**src/rtl/ext_unit_issue_arbiter.sv**
```systemverilog
// ext_unit_issue_arbiter: shares one execution unit between NUM_REQ requesters.
// Round-robin grant, one op in flight, aq/rl ownership lock and a response
// watchdog. Define ARB_PERF_CNT_EN to build the perf_ops/perf_busy counters;
// without it both outputs are tied to zero.
module ext_unit_issue_arbiter #(
  parameter int NUM_REQ = 4,
  parameter int TIMEOUT = 64
) (
  input  logic                  clk,
  input  logic                  rst,
  input  logic [NUM_REQ-1:0]    req_valid,
  output logic [NUM_REQ-1:0]    req_ready,
  input  logic [NUM_REQ*76-1:0] req_op,
  output logic                  eu_valid_in,
  output logic [31:0]           eu_rs1,
  output logic [31:0]           eu_rs2,
  output logic [6:0]            eu_funct7,
  output logic [2:0]            eu_funct3,
  output logic                  eu_aq,
  output logic                  eu_rl,
  input  logic [31:0]           eu_result,
  input  logic                  eu_valid_out,
  output logic [NUM_REQ-1:0]    rsp_valid,
  output logic [31:0]           rsp_data,
  output logic                  rsp_err,
  output logic                  lock_active,
  output logic [31:0]           perf_ops,
  output logic [31:0]           perf_busy
);
  localparam int OP_W  = 76;
  localparam int IDX_W = $clog2(NUM_REQ);
  localparam int WD_W  = $clog2(TIMEOUT);

  typedef enum logic [1:0] {S_IDLE, S_ISSUE, S_WAIT, S_RESP} state_t;

  state_t             state;
  state_t             state_nxt;
  logic [IDX_W-1:0]   rr_ptr;
  logic [IDX_W-1:0]   owner_p0;
  logic [IDX_W-1:0]   lock_owner;
  logic               lock_q;
  logic [WD_W-1:0]    wd;
  logic [OP_W-1:0]    op_p0;
  logic [31:0]        res_p1;
  logic               err_p1;
  logic [NUM_REQ-1:0] elig;
  logic [IDX_W:0]     pick;
  logic               grant_found;
  logic [IDX_W-1:0]   grant_idx;
  logic [OP_W-1:0]    grant_op;
  logic               wd_expired;

  // First set bit of elig at or after ptr, wrapping; returns {found, index}
  function automatic logic [IDX_W:0] rr_pick(input logic [NUM_REQ-1:0] req,
                                             input logic [IDX_W-1:0]   ptr);
    logic             found;
    logic [IDX_W-1:0] idx;
    logic [IDX_W-1:0] j;
    found = 1'b0;
    idx   = '0;
    for (int k = 0; k < NUM_REQ; k++) begin
      j = IDX_W'((int'(ptr) + k) % NUM_REQ);
      if (!found && req[j]) begin
        found = 1'b1;
        idx   = j;
      end
    end
    return {found, idx};
  endfunction

  // Successor index modulo NUM_REQ
  function automatic logic [IDX_W-1:0] wrap_inc(input logic [IDX_W-1:0] i);
    return (int'(i) == NUM_REQ - 1) ? '0 : i + 1'b1;
  endfunction

  // Eligible set: all pending requesters, or only the lock owner while locked
  always_comb begin
    elig = req_valid;
    if (lock_q) elig = req_valid & (NUM_REQ'(1) << lock_owner);
    pick = rr_pick(elig, rr_ptr);
  end

  assign grant_found = pick[IDX_W];
  assign grant_idx   = pick[IDX_W-1:0];
  assign grant_op    = req_op[OP_W*int'(grant_idx) +: OP_W];
  // The first WAIT cycle is already one cycle past issue, hence TIMEOUT-2
  assign wd_expired  = (wd == WD_W'(TIMEOUT - 2));

  // Next-state and strobe outputs
  always_comb begin
    state_nxt   = state;
    req_ready   = '0;
    eu_valid_in = 1'b0;
    rsp_valid   = '0;
    rsp_data    = '0;
    rsp_err     = 1'b0;
    case (state)
      S_IDLE: begin
        if (grant_found) begin
          req_ready[grant_idx] = !rst;
          state_nxt            = S_ISSUE;
        end
      end
      S_ISSUE: begin
        eu_valid_in = 1'b1;
        state_nxt   = S_WAIT;
      end
      S_WAIT: begin
        if (eu_valid_out || wd_expired) state_nxt = S_RESP;
      end
      S_RESP: begin
        rsp_valid[owner_p0] = 1'b1;
        rsp_data            = res_p1;
        rsp_err             = err_p1;
        state_nxt           = S_IDLE;
      end
      default: state_nxt = S_IDLE;
    endcase
  end

  // State register
  always_ff @(posedge clk) begin
    if (rst) state <= S_IDLE;
    else     state <= state_nxt;
  end

  // p0: capture winner and its op at accept; held on eu_* until the next accept
  always_ff @(posedge clk) begin
    if (rst) begin
      owner_p0 <= '0;
      op_p0    <= '0;
    end else if (state == S_IDLE && grant_found) begin
      owner_p0 <= grant_idx;
      op_p0    <= grant_op;
    end
  end

  // Response watchdog: zeroed on issue, counts while waiting
  always_ff @(posedge clk) begin
    if (rst)                  wd <= '0;
    else if (state == S_ISSUE) wd <= '0;
    else if (state == S_WAIT)  wd <= wd + 1'b1;
  end

  // p1: result capture; a result arriving on the expiry cycle still wins
  always_ff @(posedge clk) begin
    if (rst) begin
      res_p1 <= '0;
      err_p1 <= 1'b0;
    end else if (state == S_WAIT) begin
      if (eu_valid_out) begin
        res_p1 <= eu_result;
        err_p1 <= 1'b0;
      end else if (wd_expired) begin
        res_p1 <= '0;
        err_p1 <= 1'b1;
      end
    end
  end

  // Round-robin pointer and ownership lock, both settled on the response cycle
  always_ff @(posedge clk) begin
    if (rst) begin
      rr_ptr     <= '0;
      lock_q     <= 1'b0;
      lock_owner <= '0;
    end else if (state == S_RESP) begin
      rr_ptr <= wrap_inc(owner_p0);
      if (err_p1) begin
        lock_q <= 1'b0;
      end else if (op_p0[1] && !op_p0[0]) begin
        lock_q     <= 1'b1;
        lock_owner <= owner_p0;
      end else if (op_p0[0] && !op_p0[1] && lock_q && lock_owner == owner_p0) begin
        lock_q <= 1'b0;
      end
    end
  end

  assign eu_funct7   = op_p0[75:69];
  assign eu_funct3   = op_p0[68:66];
  assign eu_rs1      = op_p0[65:34];
  assign eu_rs2      = op_p0[33:2];
  assign eu_aq       = op_p0[1];
  assign eu_rl       = op_p0[0];
  assign lock_active = lock_q;

`ifdef ARB_PERF_CNT_EN
  logic [31:0] ops_cnt;
  logic [31:0] busy_cnt;

  // Completed-op and busy-cycle counters, wrapping at 2^32
  always_ff @(posedge clk) begin
    if (rst) begin
      ops_cnt  <= '0;
      busy_cnt <= '0;
    end else begin
      if (state == S_RESP) ops_cnt  <= ops_cnt + 32'd1;
      if (state != S_IDLE) busy_cnt <= busy_cnt + 32'd1;
    end
  end

  assign perf_ops  = ops_cnt;
  assign perf_busy = busy_cnt;
`else
  assign perf_ops  = '0;
  assign perf_busy = '0;
`endif

endmodule

```
**config.mk**
```make
export PLATFORM = sky130hd
export DESIGN_NAME = ext_unit_issue_arbiter
export DESIGN_NICKNAME = d
export VERILOG_FILES = /design/src/rtl/ext_unit_issue_arbiter.sv
export SDC_FILE = /design/constraint.sdc
export NUM_CORES = 1
export LEC_CHECK = 0
export BUFFER_PORTS_ARGS = -buffer_cell sky130_fd_sc_hd__buf_2
export CAP_MARGIN = 40
export CORE_AREA = 2 2 204 206
export CTS_CLUSTER_DIAMETER = 200
export DETAILED_ROUTE_END_ITERATION = 8
export DIE_AREA = 0 0 206 208
export GPL_TIMING_DRIVEN = 0
export PLACE_DENSITY_LB_ADDON = 0.1
export SLEW_MARGIN = 15
export SYNTH_ARGS = -nofsm -noshare
export SYNTH_HDL_FRONTEND = slang
export SYNTH_SLANG_ARGS = --single-unit
```
**constraint.sdc**
```tcl
create_clock -name clk -period 2.61 [get_ports clk]
set_input_delay 0.261 -clock clk [delete_from_list [all_inputs] [get_ports clk]]
set_output_delay 0.261 -clock clk [all_outputs]
set_load 0.01 [all_outputs]
```
==> results.json, run 1 <==
{
  "worstMarginPinSlew_ns": 0.809,
  "drc": 0,
  "required_ns": 2.35,
  "design_area_um2": 14900,
  "start_util_pct": 20.2,
  "synth_top_family_by_area": "compound AO/OA/AOI/OAI gates",
  "die_x_um": 206,
  "holdWs_ns": 0.0663,
  "ios": 526,
  "synthMuxAreaShare_pct": 1.39,
  "min_from": "eu_result[23]",
  "fin_nets": 2047,
  "cts_tree": "built",
  "port_buffers": 460,
  "critPathKind": "flop to primary output",
  "irDropWorstVdd_uv": 444,
  "max_freq_mhz": 334,
  "avgSynthCellArea_um2": 7.72,
  "clock_latency_ns": 0.44,
  "cts_buffer_depth": 2,
  "placed_area_um2": 11400,
  "synth_xor_area_share_pct": 0.643,
  "vias_per_cell": 4.65,
  "die_area_um2": 42800,
  "hold_depth": 3,
  "powerDensity_nw_per_um2": 858,
  "violations": "negative setup slack",
  "rows": 74,
  "fin_tns_setup_ns": -14.97,
  "cap_viol_max_count": 0,
  "gr-usage-all-layers_pct": 20.7,
  "r2r-start": "lock_owner[1]",
  "nFillCells": 4412,
  "finalSetupViolations": 80,
  "synth_cell_type_count": 50,
  "critPathLaunchType": "flop",
  "switching_share_pct": 42.4,
  "synth_top_area_share_pct": 30.4,
  "grt_max_degree": 17,
  "fin_util_pct": 36.8,
  "grt_pass1_vias": 10400,
  "power_frac_seq_pct": 21.3,
  "critPathLaunch": "lock_owner[1]",
  "fin_cells": 2247,
  "p_leak_nw": 6.73,
  "skew_ns": 0.00948,
  "dp.cells": 2115,
  "antenna_found_initial": 10,
  "area_delta_synth_final_pct": 82.6,
  "synth_compound_area_share_pct": 27.7,
  "die_h_um": 208,
  "r2r_cells": 12,
  "post_drt_wl_per_cell_um": 21.3,
  "syn-cell-area_um2": 8180,
  "gp_congestion": 0.875,
  "grt-ovfl-total": 0,
  "cp_max_fo": 10,
  "wl_um": 47900,
  "dr.pass1.iters": 5,
  "grt_busiest_layer": "met2",
  "final_max_slew_viol_count": 0,
  "relSlewSlack_pct": 46.1,
  "hold_buffers": 0,
  "arrival_ns": 2.74,
  "drive_above_1_share_pct": 51.6,
  "p_int_mw": 7.38,
  "rsz0062_at_grt": "true",
  "total_power_mw": 12.8,
  "h-tree-depth": 4,
  "ant_nets": 0,
  "cts_inserted_buffers": 17,
  "dp_slack_ns": -1.14,
  "vias": 10500,
  "reg2reg_slack_ns": -0.28,
  "clk_pin_slew_ns": 0.07,
  "layout_min_cycle_time_ns": 3.00,
  "yosys.area_share.simple_pct": 25.7,
  "drt-initial-drc-count": 490,
  "cts.sinks": 124,
  "fin_crit_sh_pct": 115,
  "status": "finished with violations",
  "hold_viol_final": 0,
  "p_comb_share_pct": 58.9,
  "synth_edf_count": 0,
  "ys_seq_area_share_pct": 30.4,
  "grtUsageMet3_pct": 4.71,
  "grt_first_pass_wirelength_um": 65900,
  "use_met2_pct": 35.3,
  "hold_path.class": "input pin to flop",
  "setup_slack_ns": -0.388,
  "p_switching_mw": 5.43,
  "ys_ff_latch": 124,
  "synthCells": 1059,
  "core-area_um2": 40600,
  "synthTopCellsByArea": "dfxtp_1 (30%), nand2_1 (9.7%), a311o_1 (8.2%)",
  "yosys_warnings": 0,
  "root_buffer": "clkbuf_16",
  "synthAdderAreaFrac_pct": 1.53,
  "synth-main-ff-cell": "dfxtp_1",
  "clkPwrFrac_pct": 19.8,
  "yosys.area.top_type": "dfxtp_1",
  "endpoint_kind": "primary output",
  "async_flop_share_pct": 0,
  "hpwl_um": 35600,
  "use_met1_pct": 25.5
}
[per-layer routing]
layer  up-vias  routed length, um
met5         -                 27
met4         4                986
met3        59               3140
met2       392              23600
met1      4974              20100
li1       5026                  -
[cell families after synthesis]
kind of cell    after synthesis
simple gates                425
fa+ha+maj                    10
buf+inv                     192
compound gates              290
flops                       124
mux                          11
xor+xnor                      6
other cells                   1
[final cells by class]
cell class	instances	area, um2	area share, %
clock buffers	17	425	2.85
inverters	14	52.6	0.352
diodes	8	20.0	0.134
flip-flops and latches	124	2480	16.6
well taps	532	666	4.46
plain buffers	170	1530	10.2
multi-input cells	806	5960	39.9
repair buffers	561	3620	24.2
clock inverters	15	178	1.19
[power groups by stage]
| stage | Sequential [mW] | Combinational, mW | Clock [mW] |
|---|---|---|---|
| finish | 2.73 | 7.54 | 2.54 |
| global route | 2.79 | 8.08 | 2.68 |
| CTS | 2.73 | 6.76 | 2.61 |
| detailed placement | 2.77 | 5.12 | 0 |
| global placement | 2.75 | 5.13 | 0 |
| floorplan | 2.93 | 2.79 | 0 |
[cells in the final DEF, fill, tap and decap left out, drive strengths merged, types with 3 or more instances in the layout]
cell and n:
buf 662, nand2 211, dfxtp 124, clkbuf 86, a21oi 82, nor3b 71, a311o 67, a221oi 67
conb 64, nor2 60, and2 45, a22oi 33, inv 23, ha 10, a311oi 9, diode 8
mux2i 8, o21ai 8, a2111oi 7, nand3 7, and3 6, a21boi 6, xor2 5, o211ai 4
nor3 4, a211oi 4, nand4b 3, nand4 3, nand4bb 3, mux2 3, clkinvlp 3, nor4 3
[sequential cells by signal, summed over array words and instances, names as in the netlist]
register	count
rr_ptr	2
state	2
owner_p0	2
lock_active	1
wd	6
err_p1	1
lock_owner	2
op_p0	76
res_p1	32
[critical path, stage by stage (launching register included)]
cell and delay, ns:
dfxtp_2 0.32, or4b_4 0.54, o211ai_4 0.18, nor4_4 0.05
buf_4 0.17, nand2b_4 0.16, buf_12 0.16, buf_12 0.14
buf_12 0.14, nor4_4 0.24, buf_2 0.17
[synthesized netlist by cell type (all sizes together), types with 2 or more instances]
master   count
nand2      211
dfxtp      124
buf        105
a21oi       82
clkbuf      73
nor3b       71
a221oi      67
a311o       67
nor2        60
and2        45
a22oi       33
inv         14
ha          10
a311oi       9
mux2i        8
o21ai        8
a2111oi      7
nand3        7
a21boi       6
and3         6
xor2         5
a211oi       4
nor3         4
o211ai       4
mux2         3
nand4        3
nand4b       3
nand4bb      3
nor4         3
nand2b       2
or2          2
[worst paths after layout]
path	to
worst min register to register	op_p0[23]
worst min-delay path	res_p1[23]
worst max-delay path	req_ready[1]
worst max register to register	op_p0[36]
[what timing repair did]
action / 4_1_cts / 5_1_grt
cloned: 8 / 11
setup endpoints to repair: 82 / 82
pin swaps: 80 / 103
buffers inserted: 41 / 45
resized for setup: 280 / 196
Note: power is estimated with default switching activity, not from simulation.
==> run 2, diff against run 1 <==
==> constraint.sdc (replaced) <==
create_clock -name clk -period 2.61 [get_ports clk]
set_input_delay 0.1305 -clock clk [delete_from_list [all_inputs] [get_ports clk]]
set_output_delay 0.1305 -clock clk [all_outputs]
set_load 0.01 [all_outputs]
==> results.json, run 2 (synthesis gave the netlist of run 1 again) <==
{
  "largest_reg_flops": 76,
  "design_area_um2": 14700,
  "arrival_ns": 3.31,
  "cap_viol_max_count": 0,
  "hpwl_um": 37000,
  "dr.pass1.iters": 5,
  "grt_max_degree": 17,
  "die_h_um": 208,
  "cp_cell_sequence": "buf_6, buf_4, mux2i_4, o211ai_4, buf_6, nor2_4, a2111oi_4, buf_4, buf_12, buf_12, buf_12, buf_4, buf_12, a221oi_2, a311o_1, a21oi_1",
  "port_buffers": 460,
  "wl_um": 48100,
  "cp_top_family": "buffers and inverters",
  "layout_min_cycle_time_ns": 2.95,
  "hold_viol_final": 0,
  "dp_slack_ns": -1.16,
  "grt_pass1_vias": 10500,
  "fin_crit_sh_pct": 113,
  "ant_nets": 0,
  "mostFrequentLayoutCell": "buf_2",
  "status": "finished with violations",
  "critPathKind": "flop to flop",
  "gp_congestion": 0.852,
  "setup_slack_ns": -0.341,
  "cts_buffer_depth": 2,
  "root_buffer": "clkbuf_16",
  "slowest_stage": "dfxtp_2",
  "worstMarginPinSlew_ns": 0.771,
  "powerDensity_nw_per_um2": 841,
  "start_util_pct": 20.2,
  "p_leak_nw": 6.70,
  "rows": 74,
  "placed_area_um2": 11400,
  "cp_max_fo": 10,
  "core-area_um2": 40600,
  "cts.sinks": 124,
  "relSlewSlack_pct": 47.9,
  "skew_ns": 0.00955,
  "drt-initial-drc-count": 502,
  "post_drt_wl_per_cell_um": 21.1,
  "endpoint_kind": "flop",
  "violations": "negative setup slack",
  "critPathLaunchType": "flop",
  "crit_top_cell": "buf_12",
  "max_freq_mhz": 339,
  "die_x_um": 206,
  "r2r-start": "rr_ptr[0]",
  "clk_pin_slew_ns": 0.06,
  "regMostFlops": "op_p0",
  "cts_tree": "built",
  "vias_per_cell": 4.60,
  "irDropWorstVdd_uv": 447,
  "critPathLaunch": "rr_ptr[0]",
  "gr-usage-all-layers_pct": 21.5,
  "worst-path-buf-inv": 9,
  "h-tree-depth": 4,
  "drive_above_1_share_pct": 47.5,
  "finalSetupViolations": 80,
  "hold_path.class": "input pin to flop",
  "largest_registers": "op_p0: 76 flops, res_p1: 32 flops, wd: 6 flops",
  "clock_latency_ns": 0.44,
  "drc": 0,
  "antenna_found_initial": 27,
  "mostFrequentLayoutCells": "buf_2 (464), nand2_1 (209), dfxtp_1 (123), buf_4 (114), a21oi_1 (72)",
  "area_delta_synth_final_pct": 80.2,
  "timing.critical_path.slowest_cell_delay_ns": 0.34,
  "min_from": "req_op[231]",
  "grt-ovfl-total": 0,
  "reg2reg_slack_ns": -0.34,
  "grt_first_pass_wirelength_um": 68100,
  "rsz0062_at_grt": "true",
  "ios": 526,
  "total_power_mw": 12.4,
  "cts_inserted_buffers": 17,
  "required_ns": 2.97,
  "nFillCells": 4399,
  "vias": 10500,
  "final_max_slew_viol_count": 0,
  "die_area_um2": 42800,
  "fin_nets": 2069
}
==> run 2: cell count changes in the layout (fill, tap and decap cells not counted), moves of 8 or more <==
cell / previous run / this run
a21oi_1: 61 / 72
a21oi_2: 21 / 10
a221oi_2: 42 / 50
buf_12: 32 / 21
buf_8: 24 / 13
diode_2: 8 / 22
dlygate4sd3_1: 0 / 41
nand2_1: 187 / 209
nand2_2: 20 / 0
==> run 2: path summary, 6_finish.rpt <==
check / end / depth (start not counted)
max: op_p0[20] / 16
min: op_p0[3] / 3
max reg2reg: op_p0[20] / 16
min reg2reg: op_p0[68] / 2
==> run 2: what timing repair did <==
| item | CTS | global route |
|---|---|---|
| gates cloned | 8 | 8 |
| gates resized for setup | 201 | 156 |
| hold buffers | 41 | 0 |
| pin swaps | 43 | 44 |
| hold endpoints to repair | 38 | 0 |
| buffers inserted | 42 | 23 |
| setup endpoints to repair | 82 | 82 |
==> run 2: power breakdown <==
| part | switching, mW | total, mW | internal [mW] |
|---|---|---|---|
| Combinational | 3.83 | 7.26 | 3.43 |
| Sequential | 0.307 | 2.74 | 2.43 |
| Clock | 1.00 | 2.40 | 1.40 |
==> run 2: metal layers <==
metal  routed length (um)  up-vias  track usage [%]
met2                24100      359             36.8
met5                   46        -                0
li1                     -     5078                -
met4                  819        6             6.90
met1                19900     5005             25.7
met3                 3270       46             6.11
==> run 2: final cells by class <==
type	instances	area [um2]	share of cell area, %
Timing Repair Buffer	580	3740	25.4
Antenna cell	22	55.1	0.374
Multi-Input combinational cell	806	5730	38.9
Buffer	173	1440	9.75
Clock inverter	14	148	1.00
Clock buffer	17	425	2.89
Sequential cell	124	2480	16.9
Tap cell	532	666	4.52
Inverter	14	52.6	0.357
==> run 2: worst register-to-register path: stages, from the launching register on <==
cell and delay, ns:
dfxtp_2 0.34, buf_6 0.12, buf_4 0.14, mux2i_4 0.18, o211ai_4 0.31, buf_6 0.16, nor2_4 0.04, a2111oi_4 0.30
buf_4 0.21, buf_12 0.12, buf_12 0.10, buf_12 0.10, buf_4 0.11, buf_12 0.14, a221oi_2 0.08, a311o_1 0.30
a21oi_1 0.13
==> run 2: metrics by stage <==
stage          TNS, ns  hold slack, ns  std cells  util, %
2_1_floorplan        0           0.291       1122        -
3_3_place_gp    -64.08           0.379       2114     28.1
3_5_place_dp    -66.83           0.388       2115     28.1
4_1_cts         -17.98         0.00638       2234     34.0
5_1_grt         -30.10          0.0190       2278     36.3
6_report        -19.17          0.0346       2282     36.3
==> run 3, diff against run 2 <==
Settings changed: HOLD_SLACK_MARGIN set to 0.08.
==> results.json, run 3 (synthesis gave the netlist of run 1 again) <==
{
  "cap_viol_max_count": 0,
  "fin_nets": 2106,
  "port_buffers": 460,
  "cp_cell_sequence": "buf_6, buf_4, mux2i_2, o211ai_4, nor3b_4, a2111oi_4, buf_4, buf_12, buf_12, buf_12, buf_8, clkbuf_16, a221oi_4, a311o_1, a21oi_1",
  "cp_max_fo": 6,
  "relSlewSlack_pct": 49.8,
  "start_util_pct": 20.2,
  "drt-initial-drc-count": 506,
  "drc": 0,
  "rsz0062_at_grt": "true",
  "root_buffer": "clkbuf_16",
  "ant_nets": 0,
  "mostFrequentLayoutCells": "buf_2 (462), nand2_1 (209), dfxtp_1 (123), buf_4 (107), dlygate4sd3_1 (83)",
  "gr-usage-all-layers_pct": 21.6,
  "grt-ovfl-total": 0,
  "irDropWorstVdd_uv": 450,
  "cts.sinks": 124,
  "ios": 526,
  "antenna_found_initial": 25,
  "critPathLaunchType": "flop",
  "gp_congestion": 0.852,
  "powerDensity_nw_per_um2": 820,
  "dr.pass1.iters": 5,
  "regMostFlops": "op_p0",
  "endpoint_kind": "flop",
  "timing.critical_path.slowest_cell_delay_ns": 0.37,
  "holdWs_ns": 0.0969,
  "arrival_ns": 3.27,
  "die_area_um2": 42800,
  "largest_reg_flops": 76,
  "r2r-start": "rr_ptr[0]",
  "rows": 74,
  "die_x_um": 206,
  "cts_buffer_depth": 2,
  "vias_per_cell": 4.57,
  "clock_latency_ns": 0.44,
  "fin_crit_sh_pct": 114,
  "largest_registers": "op_p0: 76 flops, res_p1: 32 flops, wd: 6 flops",
  "wl_um": 48100,
  "worstMarginPinSlew_ns": 0.743,
  "status": "finished with violations",
  "layout_min_cycle_time_ns": 2.98,
  "reg2reg_slack_ns": -0.37,
  "drive_above_1_share_pct": 46.6,
  "violations": "negative setup slack",
  "clk_pin_slew_ns": 0.06,
  "post_drt_wl_per_cell_um": 20.7,
  "area_delta_synth_final_pct": 85.5,
  "grt_first_pass_wirelength_um": 68600,
  "hold_path.class": "input pin to flop",
  "p_leak_nw": 6.84,
  "vias": 10600,
  "fin_tns_setup_ns": -19.59,
  "final_max_slew_viol_count": 0,
  "min_from": "req_op[86]",
  "die_h_um": 208,
  "critPathKind": "flop to flop",
  "cts_tree": "built",
  "grt_max_degree": 17,
  "h-tree-depth": 4,
  "finalSetupViolations": 80,
  "grt_pass1_vias": 10600,
  "crit_top_cell": "buf_12",
  "hold_viol_final": 0,
  "required_ns": 2.91,
  "cts_inserted_buffers": 17,
  "cp_top_family": "buffers and inverters",
  "skew_ns": 0.00772,
  "worst-path-buf-inv": 8,
  "mostFrequentLayoutCell": "buf_2",
  "dp.cells": 2115,
  "total_power_mw": 12.4,
  "core-area_um2": 40600,
  "max_freq_mhz": 336,
  "critPathLaunch": "rr_ptr[0]",
  "slowest_stage": "o211ai_4",
  "setup_slack_ns": -0.365,
  "fin_cells": 2318,
  "hpwl_um": 37000
}
-- run 3: changes by cell type in the layout (fill, tap and decap cells not counted), sizes merged --
| cell | previous run | this run |
|---|---|---|
| diode | 22 | 21 |
| buf | 638 | 631 |
| bufbuf | 1 | 0 |
| clkbuf | 90 | 93 |
| dlygate4sd3 | 41 | 83 |
-- run 3: per-layer routing --
metal	track usage [%]	vias to the layer above	part of all wire, %
met4	6.35	4	1.8
met1	25.8	5024	42
met5	0	-	0.060
met2	37.4	363	50
li1	-	5151	-
met3	6.06	47	6.7
-- run 3: layout make-up --
type | count | area [um2]
Antenna cell | 21 | 52.6
Buffer | 172 | 1410
Clock buffer | 17 | 425
Clock inverter | 14 | 148
Fill cell | 4367 | 25400
Inverter | 14 | 52.6
Multi-Input combinational cell | 806 | 5840
Sequential cell | 124 | 2480
Tap cell | 532 | 666
Timing Repair Buffer | 618 | 4090
-- run 3: path summary, 6_finish.rpt --
kind,endpoint,cells after the start
worst max-delay path,op_p0[21],15
worst max register to register,op_p0[21],15
worst min register to register,op_p0[12],2
worst min-delay path,op_p0[10],4
-- run 3: through the flow --
stage | worst slack (ns) | util (%) | area (um2)
floorplan | 0.0868 | - | 8410
global placement | -1.16 | 28.1 | 11400
detailed placement | -1.16 | 28.1 | 11400
CTS | -0.338 | 35.0 | 14200
global route | -0.517 | 37.4 | 15200
finish | -0.365 | 37.4 | 15200
-- run 3: worst min-delay path: stages --
cell and delay, ns:
buf_2 0.07, and3_1 0.13, o21ai_1 0.06, a21oi_1 0.10
-- run 3: report_power, final --
group	switching, mW	leakage, nW	internal, mW
Clock	1.01	0.279	1.40
Combinational	3.88	5.54	3.40
Sequential	0.308	1.02	2.43
Total	5.20	6.84	7.23
-- run 3: repair_timing --
item | CTS | global route
setup buffers | 42 | 23
pin swaps | 43 | 87
setup endpoints to repair | 82 | 82
hold buffers | 83 | 0
cloned | 8 | 5
hold endpoints to repair | 66 | 0
resized for setup | 201 | 171
